### src/rtl/m_pinreduce_harness_if.sv
// Pin-side bundle of the pin-reduction harness: serial expander input, observed
// core buses and the signature readout.
interface m_pinreduce_harness_if #(
   parameter int IWIDTH = 32,
   parameter int OWIDTH = 32,
   parameter int NBUS   = 2
);
   logic                     ser_i;
   logic                     ser_en_i;
   logic [IWIDTH-1:0]        dat_o;
   logic [NBUS*OWIDTH-1:0]   obs_i;
   logic                     obs_vld_i;
   logic                     clr_i;
   logic                     unload_i;
   logic                     busy_o;
   logic                     sig_o;

   modport master (
      output ser_i, ser_en_i, obs_i, obs_vld_i, clr_i, unload_i,
      input  dat_o, busy_o, sig_o
   );

   modport slave (
      input  ser_i, ser_en_i, obs_i, obs_vld_i, clr_i, unload_i,
      output dat_o, busy_o, sig_o
   );
endinterface

### src/rtl/m_pinreduce_harness.sv
// Pin-reduction harness: serial-to-parallel DAT_I expander plus a MISR that folds the
// observed core buses into a signature shifted out on one pin. Optional HARNESS_SAMPLECNT_EN.
module m_pinreduce_harness #(
   parameter int               IWIDTH = 32,
   parameter int               OWIDTH = 32,
   parameter int               NBUS   = 2,
   parameter int               MISRW  = 16,
   parameter logic [MISRW-1:0] POLY   = 16'h1021
) (
   input logic                CLK_I,
   input logic                RST_N_I,
   m_pinreduce_harness_if.slave bus
);

`ifdef HARNESS_SAMPLECNT_EN
   localparam int ULEN = MISRW + 16;
`else
   localparam int ULEN = MISRW;
`endif
   localparam int CW     = $clog2(ULEN);
   localparam int TOTW   = NBUS * OWIDTH;
   localparam int NCHUNK = (TOTW + MISRW - 1) / MISRW;
   localparam int PADW   = NCHUNK * MISRW;

   typedef enum logic {IDLE, UNLOAD} state_t;

   logic [IWIDTH-1:0] dat_q, dat_shift;
   logic [MISRW-1:0]  misr_q, misr_next, fold;
   logic [PADW-1:0]   obs_pad;
   logic              parity_q;
   logic [ULEN-1:0]   shadow_q, shadow_d, snap;
   logic [CW-1:0]     cnt_q, cnt_d;
   logic              busy_q, busy_d;
   state_t            state_q, state_d;

   generate
      if (IWIDTH == 1) begin : g_one
         assign dat_shift = bus.ser_i;
      end else begin : g_wide
         assign dat_shift = {dat_q[IWIDTH-2:0], bus.ser_i};
      end
   endgenerate

   always_ff @(posedge CLK_I or negedge RST_N_I) begin
      if (!RST_N_I)
         dat_q <= '0;
      else if (bus.ser_en_i)
         dat_q <= dat_shift;
   end

   // Upper chunk is zero-padded so any bus width folds into whole MISR words.
   assign obs_pad = PADW'(bus.obs_i);

   always_comb begin
      fold = '0;
      for (int i = 0; i < NCHUNK; i++)
         fold = fold ^ obs_pad[i*MISRW +: MISRW];
   end

   always_comb begin
      misr_next = misr_q;
      if (bus.clr_i)
         misr_next = '0;
      else if (bus.obs_vld_i)
         misr_next = {misr_q[MISRW-2:0], 1'b0} ^ (misr_q[MISRW-1] ? POLY : '0) ^ fold;
   end

   always_ff @(posedge CLK_I or negedge RST_N_I) begin
      if (!RST_N_I) begin
         misr_q   <= '0;
         parity_q <= 1'b0;
      end else begin
         misr_q   <= misr_next;
         parity_q <= ^misr_q;
      end
   end

`ifdef HARNESS_SAMPLECNT_EN
   logic [15:0] count_q;

   always_ff @(posedge CLK_I or negedge RST_N_I) begin
      if (!RST_N_I)
         count_q <= '0;
      else if (bus.clr_i)
         count_q <= '0;
      else if (bus.obs_vld_i)
         count_q <= count_q + 16'd1;
   end

   assign snap = {misr_q, count_q};
`else
   assign snap = misr_q;
`endif

   always_ff @(posedge CLK_I or negedge RST_N_I) begin
      if (!RST_N_I) begin
         state_q  <= IDLE;
         shadow_q <= '0;
         cnt_q    <= '0;
         busy_q   <= 1'b0;
      end else begin
         state_q  <= state_d;
         shadow_q <= shadow_d;
         cnt_q    <= cnt_d;
         busy_q   <= busy_d;
      end
   end

   // The snapshot takes the pre-edge MISR, so compression can run on during unload.
   always_comb begin
      state_d  = state_q;
      shadow_d = shadow_q;
      cnt_d    = cnt_q;
      busy_d   = busy_q;
      case (state_q)
         IDLE: begin
            if (bus.unload_i) begin
               shadow_d = snap;
               cnt_d    = CW'(ULEN - 1);
               busy_d   = 1'b1;
               state_d  = UNLOAD;
            end
         end
         UNLOAD: begin
            shadow_d = {shadow_q[ULEN-2:0], 1'b0};
            if (cnt_q == '0) begin
               busy_d  = 1'b0;
               state_d = IDLE;
            end else begin
               cnt_d = cnt_q - CW'(1);
            end
         end
         default: state_d = IDLE;
      endcase
   end

   assign bus.dat_o  = dat_q;
   assign bus.busy_o = busy_q;
   assign bus.sig_o  = busy_q ? shadow_q[ULEN-1] : parity_q;

endmodule
### src/flat_wrapper.sv
// flat-port wrapper written by rule: the top's interface ports become plain ports
module m_pinreduce_harness_flat 
#(
   parameter int               IWIDTH = 32,
   parameter int               OWIDTH = 32,
   parameter int               NBUS   = 2,
   parameter int               MISRW  = 16,
   parameter logic [MISRW-1:0] POLY   = 16'h1021
)
  (CLK_I, RST_N_I, bus_ser_i, bus_ser_en_i, bus_obs_i, bus_obs_vld_i, bus_clr_i, bus_unload_i, bus_dat_o, bus_busy_o, bus_sig_o);
  m_pinreduce_harness_if #(.IWIDTH(IWIDTH), .OWIDTH(OWIDTH), .NBUS(NBUS)) bus_i ();
  input logic CLK_I;
  input logic RST_N_I;
  input wire logic [$bits(bus_i.ser_i)-1:0] bus_ser_i;
  input wire logic [$bits(bus_i.ser_en_i)-1:0] bus_ser_en_i;
  input wire logic [$bits(bus_i.obs_i)-1:0] bus_obs_i;
  input wire logic [$bits(bus_i.obs_vld_i)-1:0] bus_obs_vld_i;
  input wire logic [$bits(bus_i.clr_i)-1:0] bus_clr_i;
  input wire logic [$bits(bus_i.unload_i)-1:0] bus_unload_i;
  output wire logic [$bits(bus_i.dat_o)-1:0] bus_dat_o;
  output wire logic [$bits(bus_i.busy_o)-1:0] bus_busy_o;
  output wire logic [$bits(bus_i.sig_o)-1:0] bus_sig_o;
  assign bus_i.ser_i = bus_ser_i;
  assign bus_i.ser_en_i = bus_ser_en_i;
  assign bus_i.obs_i = bus_obs_i;
  assign bus_i.obs_vld_i = bus_obs_vld_i;
  assign bus_i.clr_i = bus_clr_i;
  assign bus_i.unload_i = bus_unload_i;
  assign bus_dat_o = bus_i.dat_o;
  assign bus_busy_o = bus_i.busy_o;
  assign bus_sig_o = bus_i.sig_o;
  m_pinreduce_harness #(.IWIDTH(IWIDTH), .OWIDTH(OWIDTH), .NBUS(NBUS), .MISRW(MISRW), .POLY(POLY)) u_core (.CLK_I(CLK_I), .RST_N_I(RST_N_I), .bus(bus_i));
endmodule
### config.mk
export PLATFORM = sky130hd
export DESIGN_NAME = m_pinreduce_harness_flat
export DESIGN_NICKNAME = d
export VERILOG_FILES = /design/src/rtl/m_pinreduce_harness_if.sv /design/src/rtl/m_pinreduce_harness.sv /design/src/flat_wrapper.sv
export SDC_FILE = /design/constraint.sdc
export NUM_CORES = 1
export LEC_CHECK = 0
export CAP_MARGIN = 20
export CORE_AREA = 3 3 93 95
export CTS_CLUSTER_DIAMETER = 200
export DETAILED_ROUTE_END_ITERATION = 8
export DIE_AREA = 0 0 96 98
export GPL_ROUTABILITY_DRIVEN = 0
export MAX_ROUTING_LAYER = met4
export PLACE_DENSITY = 0.77
export RECOVER_POWER = 100
export SLEW_MARGIN = 20
export SYNTH_ARGS = -nofsm -noshare
export SYNTH_HDL_FRONTEND = slang
export SYNTH_SLANG_ARGS = --single-unit
### constraint.sdc
create_clock -name CLK_I -period 4.9 [get_ports CLK_I]
set_clock_uncertainty 0.15 [all_clocks]
set_input_delay 0.98 -clock CLK_I [delete_from_list [all_inputs] [get_ports CLK_I]]
set_output_delay 0.98 -clock CLK_I [all_outputs]
set_load 0.01 [all_outputs]
* After elaboration in Yosys (flattened, before gate mapping)
Index checks and enable logic that the tools add are counted.
Word-level totals: register bits after elaboration 71, word-level logic and storage cells 37, output and inout bits 34
Cells by class: reduce and logical (&&, ||, !) cells 5, multiplexer cells 15, add/subtract/negate cells 1, equal/unequal tests 3, bitwise logic cells 6
Operators with widths (count):
- $xor A16 B16 Y16 | 5
- $mux W16 | 3
- $pmux W16 S2 | 1
- $reduce_xor A16 Y1 | 1
- $mux W13 | 1
- $mux W4 | 2
- $pmux W4 S2 | 1
- $ne A2 B2 Y1 const B | 3
- $mux W1 | 5
- $logic_not A4 Y1 | 1
- $pmux W1 S2 | 2
- $reduce_and A2 Y1 | 2
- $sub A4 B1 Y4 const B | 1
- $reduce_bool A2 Y1 | 1
- $not A1 Y1 | 1

* Depth between registers and ports, before layout
Gate-level depths: netlist (run 1).
depth in word-level cells 6, depth in mapped cells 6, mapped depth without buffers 6

* Worst setup path before layout (run 1)
No wires, ideal clock.
kind input -> register, start input bus_clr_i, end register u_core.misr_q[10], setup time 138 ps, arrival 1749 ps, slack 2863 ps, stages on the path 4, path through clkbuf_1 > nand2b_1 > clkbuf_1 > o22ai_1
On the way: word-level cells in the longest chain between the ends 1
Ends and longest elaborated chain:
- start, declared | RTL line flat_wrapper.sv:18 | input wire logic [$bits(bus_i.clr_i)-1:0] bus_clr_i;
- $mux W16 / $reduce_bool A2 Y1 (equally long branches)
- end signal, assigned | RTL line m_pinreduce_harness.sv:73 | misr_q <= misr_next;
- end, declared | RTL line m_pinreduce_harness.sv:28 | logic [MISRW-1:0] misr_q, misr_next, fold;
Several ways; a longest one is shown, not always the timed one. A chain may end at the register's enable or synchronous reset.

* Final worst setup path (run 1)
start input bus_ser_en_i, end register u_core.dat_q[22] (netlist: u_core.bus.dat_o[22])
RTL lines:
- start, declared | RTL line flat_wrapper.sv:15 | input wire logic [$bits(bus_i.ser_en_i)-1:0] bus_ser_en_i;
- end signal, assigned | RTL line m_pinreduce_harness.sv:48 | dat_q <= dat_shift;
- end, declared | RTL line m_pinreduce_harness.sv:27 | logic [IWIDTH-1:0] dat_q, dat_shift;
No word-level cell between the ends.

==> results of run 1 <==
==> routing by layer <==
metal	global-route usage	vias to the layer above	wire length [µm]
li1	-	1234	-
met5	-	-	0
met1	0.1889	1173	2878
met3	0.02851	12	419
met4	0.07002	0	127
met2	0.2432	89	3118
==> layout make-up <==
cell class,count,area share
flip-flops and latches,71,0.3658
multi-input cells,214,0.3488
repair buffers,106,0.2139
clock buffers,13,0.03475
well taps,102,0.02625
clock inverters,3,0.008237
inverters,3,0.002317
==> logic make-up after synthesis <==
logic type / after synthesis
adder cells (fa/ha/maj): 1
AO/OA/AOI/OAI: 38
buffers and inverters: 18
multiplexers: 49
flip-flops: 71
XOR/XNOR: 81
AND/OR/NAND/NOR: 45
==> state kept, by name, indices dropped and copies added (netlist names) <==
register	cells
u_core.bus.dat_o	32
u_core.misr_q	16
u_core.shadow_q	16
u_core.cnt_q	4
u_core.bus.busy_o	1
u_core.parity_q	1
u_core.state_q	1
==> critical path, delay by kind of cell <==
family | cells | cell delay (ps)
buf+inv | 2 | 1700
mux | 1 | 440
==> per-stage QoR <==
step | total power [mW] | utilization
after detailed placement | 1.804 | 0.5987
after global routing | 2.362 | 0.6226
after floorplan | 1.404 | -
after global placement | 1.770 | 0.5987
after CTS | 2.287 | 0.6255
final | 2.203 | 0.6226
==> report_power, final <==
group,switching (mW),total [mW],internal (mW)
clock network,0.197,0.473,0.275
logic,0.302,0.771,0.468
registers,0.181,0.960,0.778
==> final timing paths <==
| kind | to | slack [ps] | cells after the start |
|---|---|---|---|
| max | u_core.bus.dat_o[22]$_DFFE_PN0P_ | 1830 | 3 |
| min | u_core.shadow_q[15]$_DFFE_PN0P_ | 330 | 2 |
| max reg2reg | u_core.cnt_q[1]$_DFFE_PN0P_ | 3180 | 5 |
| min reg2reg | u_core.shadow_q[15]$_DFFE_PN0P_ | 330 | 2 |
| max in group asynchronous | u_core.state_q$_DFF_PN0_ | 1930 | 1 |
| min in group asynchronous | u_core.bus.dat_o[13]$_DFFE_PN0P_ | 1190 | 1 |
==> cells in the final DEF, fill, tap and decap left out, types with 2 or more instances in the layout <==
master                            count
sky130_fd_sc_hd__dlygate4sd3_1       36
sky130_fd_sc_hd__o21ai_0             17
sky130_fd_sc_hd__mux2i_1             16
sky130_fd_sc_hd__clkdlybuf4s50_1     66
sky130_fd_sc_hd__clkbuf_8            12
sky130_fd_sc_hd__clkbuf_1             4
sky130_fd_sc_hd__a211oi_1             2
sky130_fd_sc_hd__inv_1                3
sky130_fd_sc_hd__xnor2_1             63
sky130_fd_sc_hd__o22ai_1             14
sky130_fd_sc_hd__nor2_1               7
sky130_fd_sc_hd__mux2_1               2
sky130_fd_sc_hd__dfrtp_1             70
sky130_fd_sc_hd__nand2b_1            14
sky130_fd_sc_hd__mux2_2              31
sky130_fd_sc_hd__a21oi_1              3
sky130_fd_sc_hd__nor3_1               2
sky130_fd_sc_hd__nand2_1             17
sky130_fd_sc_hd__xor2_1              18
sky130_fd_sc_hd__clkinv_2             2
==> results, run 1 <==
- The run finished, with violations left.
- The pre-CTS setup slack is 1959 ps.
- The most used flip-flop cell after synthesis is sky130_fd_sc_hd__dfrtp_1.
- The total power density per cell area is 453.2 nW/µm².
- The critical path launch point type is an input pin.
- The launch point of the worst reg-to-reg path is u_core.cnt_q[0]$_DFFE_PN0P_.
- The number of failing hold endpoints at the final stage is 0.
- The root buffer cell chosen for the clock tree is sky130_fd_sc_hd__clkbuf_8.
- The post-synthesis share of cell area spent on full adders, half adders and majority gates is 0.003516.
- Summing all flip-flop and latch instances after layout gives 1778 µm².
- The type of the most critical hold path is flop to flop.
- In this run, the number of DRC markers left after iteration 0 of detailed routing was 84.
- After synthesis, the share of flip-flops with an asynchronous set or reset is 1.000.
- The placed instances occupy a cell area of 4674 µm².
- The launch instance of the worst min-delay path is u_core.shadow_q[14]$_DFFE_PN0P_.
- The number of detailed-routing iterations run before antenna repair is 4.
- The number of buffers added by the clock tree synthesis step is 9.
- The total I/O pin count is 105.
- The routed design has 6.544 mm of wire.
- The minimum clock period is 3066 ps.
- Setup repair after global routing left no endpoint under its margin.
- The checks that failed: max-capacitance violations, max-slew violations.
- The netlist area before placement is 3558 µm².
- The cell count after synthesis came out at 303.
- Buffers placed on the I/O ports in this run total 104.
- The via density per instance is 4.898.
- The detail route stage leaves a number of antenna-violating nets equal to 0.
- By startpoint and endpoint, the worst setup path is classified as input pin to flop.
- After routing, the total negative slack on setup checks comes to 0 ps.
- The first global-routing pass estimated 11.14 mm of wire.
- The initial core utilization is 0.4558.
- The final max-slew violation count is 80.
- The die height is 98 µm.
- The count of standard-cell rows is 32.
- The share of synthesized area in the top cell type comes to 0.4993.
- Of the available clock period, the critical path in the final layout requires 0.6258.
- sky130_fd_sc_hd__dfrtp_1 takes more of the synthesized area than any other cell.
- Summing over every cut layer, the via total after detailed routing is 2508.
- The via count of the first global-routing pass is 2530.
- The area added between synthesis and finish is 36.60%.
- The mean cell area of the mapped netlist is 11.74 µm².
- Clock-pin slew was measured on the worst setup and hold paths at 70 ps.
- The analysis attributes to cell leakage a power of 2.034 nW.
- The share of cells above drive strength 1 is 0.1195.
- Of the total synthesized cell area, the portion taken by XOR and XNOR cells is 0.2015.
- After routing the design area is 4861 µm².
- The multi-input gate area in the final layout is 1695 µm².
- The maximum number of pins on one net before global-route repair is 47.
- The total clock sinks is 71.
- The deepest clock path buffer count is 2.
- The total congestion overflow is 0.
- The area share of and/or/nand/nor cells after synthesis is 0.06294.
- The half-perimeter wire length of the detailed placement result is 4.994 mm.
- The TritonCTS clock tree is yes.
- The number of flops mapped to enable cells by yosys is 0.
- The count of synthesis-stage warnings from yosys is 0.
- For this run, the post-layout net count is 477.
- The endpoint arrival time on the critical path is 3130 ps.
- The worst setup path is captured at a flop.
- The required arrival time at the worst endpoint is 4970 ps.
- In this run the worst setup path begins at bus_ser_en_i.
- Across every metal layer, demand over resource in global routing totals 0.1537.
- The register bit total from synthesis is 71.
- The post-placement cell count is 496.
- The area inside the core boundary is 7807 µm².
- The dominant combinational cell family by area after synthesis is XOR/XNOR gates.
- The number of setup buffers added after CTS is 0.
- By area the synthesized netlist is led by sky130_fd_sc_hd__dfrtp_1 (50%), sky130_fd_sc_hd__xnor2_1 (16%), sky130_fd_sc_hd__mux2_2 (9.8%), sky130_fd_sc_hd__mux2i_1 (4.5%), sky130_fd_sc_hd__xor2_1 (4.2%).
- VDD sags by at most 0.1547 mV.
- The net count after synthesis is 375.
- The final cell count without fillers is 512.
- Setup slack on the critical path of the routed design comes to 1834 ps.
- The signal on the critical path passes through dlygate4sd3_1 -> clkbuf_1 -> mux2_2.
- The number of levels the H-tree was split into is 3.
- The filler cell count in the final layout is 644.
- Along the worst path, the maximum fanout reaches 32.
- The later pin in the worst-skew pair is clocked with a latency of 330 ps.
- Measured against its own limit, the worst slew margin works out to -0.5346.
- Setup violations remaining at the end of the flow were counted as 0.
- The part of the Yosys area used for sequential elements is 0.4993.
- The repair_antennas step left the layout with diodes totalling 0.
- The timing-limited maximum frequency is 326.1 MHz.
- Counting distinct cell types in the post-synthesis netlist gives 27.
- The average wire per cell in the routed design is 12.78 µm.
- The area fraction in compound gates after synthesis is 0.06259.
- After clock tree synthesis, the flow added hold-fix buffers numbering 0.
- Among all stages on the critical path, the largest delay is contributed by sky130_fd_sc_hd__clkbuf_1.
- Hold is met by 334.9 ps.
- The residual DRC count is 0.
- The most frequent cell after synthesis is sky130_fd_sc_hd__dfrtp_1.
- The delay of the slowest cell on the worst path is 1180 ps.
- The number of antenna violations at the first check in global routing is 0.
- The tool flagged a number of max-cap violations equal to 2.
- The die span in x is 96 µm.
- The die covers 9408 µm².
- The mux contribution to synthesized area is 0.1494.
- The measured slew at the worst slew-check pin is 2302 ps.
- After synthesis, the most frequently instantiated cells are sky130_fd_sc_hd__dfrtp_1 (71), sky130_fd_sc_hd__xnor2_1 (63), sky130_fd_sc_hd__mux2_2 (31).
- The number of gates resized after CTS was 0.
(Power assumes the default switching activity.)
==> run 2: changes to the inputs <==
- CORE_AREA: 3 3 93 95 -> 3 3 95 97
- DIE_AREA: 0 0 96 98 -> 0 0 98 100
- clock period: 4.9 -> 2.66 ns (I/O delays scaled with it)
==> run 2 against run 1 <==
Against the previous run:
- the flow now finishes without violations
- non-clock buffer count is 6 higher
- register-to-register slack worse by 2300 ps
- first-iteration DRC count fell by 19%
- cell count up 1.8%
- clock power rose by 60%
- power is 80% higher
- wire length increased by 5.8%
- flip-flop and latch count is the same
- die area is 4.2% higher
- cell area is 0.57% higher
==> results, run 2 (same netlist as run 1, synthesis figures left out) <==
- The initial core utilization is 0.4331 (was 0.4558).
- The clock transition at the registers of the reported paths is 70 ps (about the same).
- The via count of the first global-routing pass is 2660 (was 2530).
- The maximum net fanout on the critical path is 4 (was 32).
- The area added between synthesis and finish is 37.38% (was 36.60%).
- The residual DRC count is 0 (unchanged).
- The count of standard-cell rows is 33 (was 32).
- The starting DRC count in detailed routing is 68 (was 84).
- The number of nets with antenna violations after detailed routing is 0 (unchanged).
- The count of vias placed by the detailed router was 2563 (was 2508).
- The deepest clock path buffer count came to 2 (unchanged).
- The total clock sinks is 71 (unchanged).
- The total congestion overflow came to 0 (unchanged).
- The maximum number of pins on one net before global-route repair is 33 (was 47).
- The measured slew at the worst slew-check pin came to 1151 ps (was 2302 ps).
- The leakage power of the design is 2.049 nW (was 2.034 nW).
- The average wire per cell in the routed design is 13.29 µm (was 12.78 µm).
- The sum of internal, switching and leakage power is 3.963 mW (was 2.203 mW).
- The endpoint arrival time on the critical path came to 1700 ps (was 3130 ps).
- The total of cells resized after clock tree synthesis is 0 (unchanged).
- The element type at the critical path end is a primary output (was flop).
- The busiest layer in global routing is met2 (unchanged).
- The total setup buffers inserted after CTS is 0 (unchanged).
- The final cell count without fillers is 521 (was 512).
- For this run, the top clock speed supported by timing is 419.8 MHz.
- The total I/O pin count is 105 (unchanged).
- The number of detailed-routing iterations run before antenna repair is 5 (was 4).
- The area inside the core boundary was 8217 µm² (was 7807 µm²).
- The area of the die is 9800 µm² (was 9408 µm²).
- The classification of the worst setup path was flop to primary output (was input pin to flop).
- The largest voltage drop on the vdd net came to 0.2658 mV (was 0.1547 mV).
- The met3 track utilization from global routing was 0.03822 (was 0.02851).
- Outcome: finished clean (was finished, violations left).
- The pre-CTS setup slack was 526.1 ps (was 1959 ps).
- The number of flip-flops under the largest register name is 32 (unchanged).
- The die height is 100 µm (was 98 µm).
- The final max-slew violation count was 0 (was 80).
- The met1 usage in global routing was 0.1830 (was 0.1889).
- The latest clock arrival within the worst-skew pair is 340 ps (was 330 ps).
- The number of levels the H-tree was split into is 3 (unchanged).
- The die span in x is 98 µm (was 96 µm).
- The half-perimeter wire length of the detailed placement result is 5.492 mm (was 4.994 mm).
- The clock root buffer is sky130_fd_sc_hd__clkbuf_8 (unchanged).
- The final-stage net count is 483 (was 477).
- The critical path launch point type is a flop (was input pin).
- The setup-violating endpoint count in the final report came to 0 (unchanged).
- The area of placed instances is 4716 µm² (was 4674 µm²).
- The final routed wirelength across all metal layers is 6.925 mm (was 6.544 mm).
- The post-placement cell count was 504 (was 496).
- The remaining max-slew budget at the tightest pin came to 0.2329 (was -0.5346).
- Commonest cells after routing, fill and taps aside: sky130_fd_sc_hd__dfrtp_1 (71), sky130_fd_sc_hd__clkdlybuf4s50_1 (64), sky130_fd_sc_hd__xnor2_1 (63) (was sky130_fd_sc_hd__dfrtp_1 (70), sky130_fd_sc_hd__clkdlybuf4s50_1 (66), sky130_fd_sc_hd__xnor2_1 (63)).
- RSZ-0062 raised after global routing: false (unchanged).
- The post-route worst setup slack is 277.8 ps (was 1834 ps).
- The required arrival time at the worst endpoint is 1980 ps (was 4970 ps).
- The leading cell type in the layout, fill and taps excluded was sky130_fd_sc_hd__dfrtp_1 (unchanged).
- The post-route cell area came to 4888 µm² (was 4861 µm²).
- The total power density per cell area was 810.7 nW/µm² (was 453.2 nW/µm²).
- The total negative setup slack came to 0 ps (unchanged).
- The via density per instance is 4.919 (was 4.898).
- The met2 layer usage reported by global route came to 0.2518 (was 0.2432).
- The number of violations of the max-capacitance limit is 0 (was 2).
- The share of cells above drive strength 1 is 0.1298 (was 0.1195).
- The final clock period utilization by the worst path is 0.8955.
- The wire length of the first global-routing pass is 11.85 mm (was 11.14 mm).
- The number of antenna violations at the first check in global routing came to 0 (unchanged).
- The number of failing hold endpoints at the final stage is 0 (unchanged).
- The type of the most critical hold path is flop to flop (unchanged).
- The number of hold buffers added after cts came to 1 (was 0).
- The total of buffers placed on input and output ports is 104 (unchanged).
- The overall routing resource usage is 0.1546 (was 0.1537).
- The number of buffers added by the clock tree synthesis step is 9 (unchanged).
- The TritonCTS clock tree is yes (unchanged).
- The worst path in the final design needs a cycle of 2382 ps, including I/O delays and setup.
- The diode insertion count for antenna repair is 0 (unchanged).
==> run 2: stage by stage <==
| stage | hold slack, ps | utilization |
|---|---|---|
| after detailed placement | 320.8 | 0.5739 |
| after CTS | 340.7 | 0.5966 |
| after floorplan | 86.41 | - |
| after global placement | 315.4 | 0.5739 |
| after global routing | 367.0 | 0.5949 |
| final | 335.5 | 0.5949 |
==> run 2: report_power, final <==
part | total, mW | switching [mW] | internal (mW)
clock | 0.758 | 0.371 | 0.387
sequential | 1.75 | 0.317 | 1.43
combinational | 1.46 | 0.581 | 0.875
==> run 2: routing by layer <==
layer  part of all wire  up-vias
li1                   -     1237
met1               0.44     1210
met2               0.47      104
met3              0.069       12
met4              0.018        0
met5                  0        -
==> run 2: final cells by class <==
| type | instances | area, µm² |
|---|---|---|
| multi-input cells | 214 | 1700 |
| clock inverters | 3 | 17.52 |
| clock buffers | 13 | 158.9 |
| flip-flops and latches | 71 | 1777 |
| inverters | 3 | 11.26 |
| fillers | 701 | 3328 |
| well taps | 105 | 131.4 |
| repair buffers | 112 | 1092 |
==> run 2: worst max-delay path, stage by stage (launching register included) <==
cell and delay (ps):
sky130_fd_sc_hd__dfrtp_1 410, sky130_fd_sc_hd__mux2_2 360, sky130_fd_sc_hd__dlygate4sd3_1 600
==> run 2: final timing paths <==
| path | from | to | slack (ps) | depth (start not counted) |
|---|---|---|---|---|
| min in group asynchronous | RST_N_I | u_core.shadow_q[11]$_DFFE_PN0P_ | 790 | 2 |
| worst min register to register | u_core.shadow_q[6]$_DFFE_PN0P_ | u_core.shadow_q[7]$_DFFE_PN0P_ | 340 | 2 |
| worst max register to register | u_core.cnt_q[0]$_DFFE_PN0P_ | u_core.cnt_q[1]$_DFFE_PN0P_ | 920 | 5 |
| worst min-delay path | u_core.shadow_q[6]$_DFFE_PN0P_ | u_core.shadow_q[7]$_DFFE_PN0P_ | 340 | 2 |
| max in group asynchronous | RST_N_I | u_core.bus.busy_o$_DFFE_PN0P_ | 620 | 3 |
| worst max-delay path | u_core.bus.busy_o$_DFFE_PN0P_ | bus_sig_o | 280 | 2 |
==> run 3: changes to the inputs <==
- PLACE_DENSITY: 0.77 -> 0.84
==> run 3 against run 2 <==
Against the previous run:
- the run now ends with max-capacitance violations, max-slew violations left
- die area unchanged
- utilization up 0.29 points
- clock power up 24%
- power up 4.7%
- first-iteration DRC count up 13%
- non-clock buffer count down 2
- wire length up 0.90%
- via count up 0.27%
- clock-buffer cell count down 4
- critical path depth unchanged
- highest routed layer unchanged
==> results, run 3 (same netlist as run 1, synthesis figures left out) <==
- The final-stage net count is 481 (was 483).
- The diode insertion count for antenna repair is 0 (unchanged).
- The final reports fail on max-capacitance violations, max-slew violations.
- The internal cell power was 2.834 mW (was 2.695 mW).
- The via density per instance is 4.952 (was 4.919).
- The total clock sinks is 71 (unchanged).
- The wire length of the first global-routing pass is 11.65 mm (was 11.85 mm).
- The critical path launch point type is a flop (unchanged).
- The average wire per cell in the routed design came to 13.46 µm (was 13.29 µm).
- The TritonCTS clock tree is yes (unchanged).
- The number of buffers added by the clock tree synthesis step is 9 (unchanged).
- The area of placed instances is 4721 µm² (was 4716 µm²).
- The pre-CTS setup slack is 645.7 ps (was 526.1 ps).
- The post-route worst setup slack is 268.9 ps (was 277.8 ps).
- The via count of the first global-routing pass is 2607 (was 2660).
- The relative contribution of combinational cells to total power is 0.351 (was 0.367).
- The setup-violating endpoint count in the final report is 0 (unchanged).
- The type of the most critical hold path is flop to flop (unchanged).
- The die height is 100 µm (unchanged).
- The number of detailed-routing iterations run before antenna repair is 4 (was 5).
- The filler cell count in the final layout was 694 (was 701).
- The measured slew at the worst slew-check pin is 1664 ps (was 1151 ps).
- The clock root buffer is sky130_fd_sc_hd__clkbuf_8 (unchanged).
- The starting DRC count in detailed routing is 77 (was 68).
- The total of buffers placed on input and output ports came to 104 (unchanged).
- The area added between synthesis and finish is 38.04% (was 37.38%).
- The maximum number of pins on one net before global-route repair is 72 (was 33).
- Cell-by-cell trace of the critical path: mux2_2 -> dlygate4sd3_1 (unchanged).
- Commonest cells after routing, fill and taps aside: sky130_fd_sc_hd__dfrtp_1 (71), sky130_fd_sc_hd__clkdlybuf4s50_1 (65), sky130_fd_sc_hd__xnor2_1 (63) (was sky130_fd_sc_hd__dfrtp_1 (71), sky130_fd_sc_hd__clkdlybuf4s50_1 (64), sky130_fd_sc_hd__xnor2_1 (63)).
- The initial core utilization was 0.4331 (unchanged).
- The proportion of total power due to net switching is 0.3171 (was 0.3201).
- The final clock period utilization by the worst path is 0.8989 (was 0.8955).
- The required arrival time at the worst endpoint was 1980 ps (about the same).
- The total of cells resized after clock tree synthesis is 0 (unchanged).
- The cell at the slowest stage of the critical path is sky130_fd_sc_hd__dlygate4sd3_1 (unchanged).
- The total I/O pin count was 105 (unchanged).
- The deepest clock path buffer count is 2 (unchanged).
- The net switching power came to 1.316 mW (was 1.269 mW).
- The number of flip-flops under the largest register name is 32 (unchanged).
- The share of the core filled with cells was 0.5978 (was 0.5949).
- The total power density per cell area is 844.9 nW/µm² (was 810.7 nW/µm²).
- The die span in x is 98 µm (unchanged).
- The residual DRC count is 0 (unchanged).
- The number of nets with antenna violations after detailed routing is 0 (unchanged).
- The largest voltage drop on the vdd net is 0.3136 mV (was 0.2658 mV).
- The number of violations of the max-capacitance limit is 1 (was 0).
- The count of standard-cell rows was 33 (unchanged).
- The leakage power of the design is 2.052 nW (was 2.049 nW).
- The clock transition at the registers of the reported paths was 80 ps (was 70 ps).
- The share of cells above drive strength 1 is 0.1329 (was 0.1298).
- The clock group share of total power is 0.226 (was 0.191).
- The element type at the critical path end is a primary output (unchanged).
- The total congestion overflow is 0 (unchanged).
- The overall routing resource usage came to 0.1508 (was 0.1546).
- RSZ-0062 raised after global routing: false (unchanged).
- The final max-slew violation count is 72 (was 0).
- The number of levels the H-tree was split into is 3 (unchanged).
- The number of failing hold endpoints at the final stage is 0 (unchanged).
- The area inside the core boundary was 8217 µm² (unchanged).
- The classification of the worst setup path is flop to primary output (unchanged).
- The register area is 1777 µm² (unchanged).
- The leading cell type in the layout, fill and taps excluded is sky130_fd_sc_hd__dfrtp_1 (unchanged).
- The final routed wirelength across all metal layers came to 6.987 mm (was 6.925 mm).
- The total setup buffers inserted after CTS came to 0 (unchanged).
- The total negative setup slack came to 0 ps (unchanged).
- The remaining max-slew budget at the tightest pin is -0.1091 (was 0.2329).
- The endpoint arrival time on the critical path is 1710 ps (was 1700 ps).
- The area of the die was 9800 µm² (unchanged).
- The multi-input gate area in the final layout is 1700 µm² (unchanged).
- The family with the most delay on the worst path is buffers and inverters (unchanged).
- The delay of the slowest cell on the worst path is 600 ps (about the same).
- The post-route cell area is 4912 µm² (was 4888 µm²).
- The maximum net fanout on the critical path is 4 (unchanged).
- The number of hold buffers added after cts is 0 (was 1).
- The worst hold-check slack is 339.5 ps (was 335.5 ps).
- The minimum clock period is 2391 ps (was 2382 ps).
- The half-perimeter wire length of the detailed placement result is 5.267 mm (was 5.492 mm).
- Outcome: finished, violations left (was finished clean).
- The count of buffer and inverter cells on the critical path is 1 (unchanged).
- The latest clock arrival within the worst-skew pair is 340 ps (about the same).
- The share of total power in sequential cells came to 0.423 (was 0.441).
- The count of vias placed by the detailed router came to 2570 (was 2563).
- The timing-limited maximum frequency is 418.2 MHz (was 419.8 MHz).
- The number of antenna violations at the first check in global routing was 0 (unchanged).
==> run 3: power by group through the flow <==
| stage | Clock, mW | Combinational [mW] | Sequential [mW] |
|---|---|---|---|
| after CTS | 0.957 | 1.57 | 1.77 |
| final | 0.938 | 1.46 | 1.76 |
| after floorplan | 0 | 0.819 | 1.77 |
| after global routing | 0.995 | 1.60 | 1.81 |
| after detailed placement | 0 | 1.56 | 1.78 |
| after global placement | 0 | 1.50 | 1.76 |
==> run 3: area by class of cell <==
type	count	area share
well taps	105	0.02674
multi-input cells	214	0.3462
repair buffers	110	0.2183
clock inverters	7	0.01961
flip-flops and latches	71	0.3617
clock buffers	9	0.02522
inverters	3	0.002292
==> run 3: worst reg2reg max path, delay by kind of cell, from the launching register on <==
family | cells | cell delay (ps)
AO/OA/AOI/OAI | 2 | 250
flip-flops | 1 | 420
AND/OR/NAND/NOR | 1 | 510
buffers and inverters | 1 | 70
adder cells (fa/ha/maj) | 1 | 210
==> run 3: routing by layer <==
metal	track usage	share of wire	up-vias	wire [µm]
li1	-	-	1238	-
met1	0.1826	0.43	1209	3004
met2	0.2461	0.47	109	3316
met3	0.03127	0.075	14	521
met4	0.06496	0.021	0	145
met5	-	0	-	0
==> run 3: final timing paths <==
kind,start,endpoint,slack [ps],cells past startpoint
max in group asynchronous,RST_N_I,u_core.shadow_q[1]$_DFFE_PN0P_,820,2
min in group asynchronous,RST_N_I,u_core.bus.dat_o[0]$_DFFE_PN0P_,560,2
hold / removal,u_core.shadow_q[0]$_DFFE_PN0P_,u_core.shadow_q[1]$_DFFE_PN0P_,340,2
hold reg to reg,u_core.shadow_q[0]$_DFFE_PN0P_,u_core.shadow_q[1]$_DFFE_PN0P_,340,2
setup / recovery,u_core.bus.busy_o$_DFFE_PN0P_,bus_sig_o,270,2
setup reg to reg,u_core.cnt_q[0]$_DFFE_PN0P_,u_core.cnt_q[1]$_DFFE_PN0P_,910,5
==> run 3: metrics by stage <==
| step | power [mW] | std cells |
|---|---|---|
| 4_1_cts | 4.291 | 519 |
| 3_5_place_dp | 3.348 | 503 |
| 6_report | 4.150 | 519 |
| 5_1_grt | 4.409 | 519 |
| 3_3_place_gp | 3.266 | 503 |
| 2_1_floorplan | 2.586 | 303 |
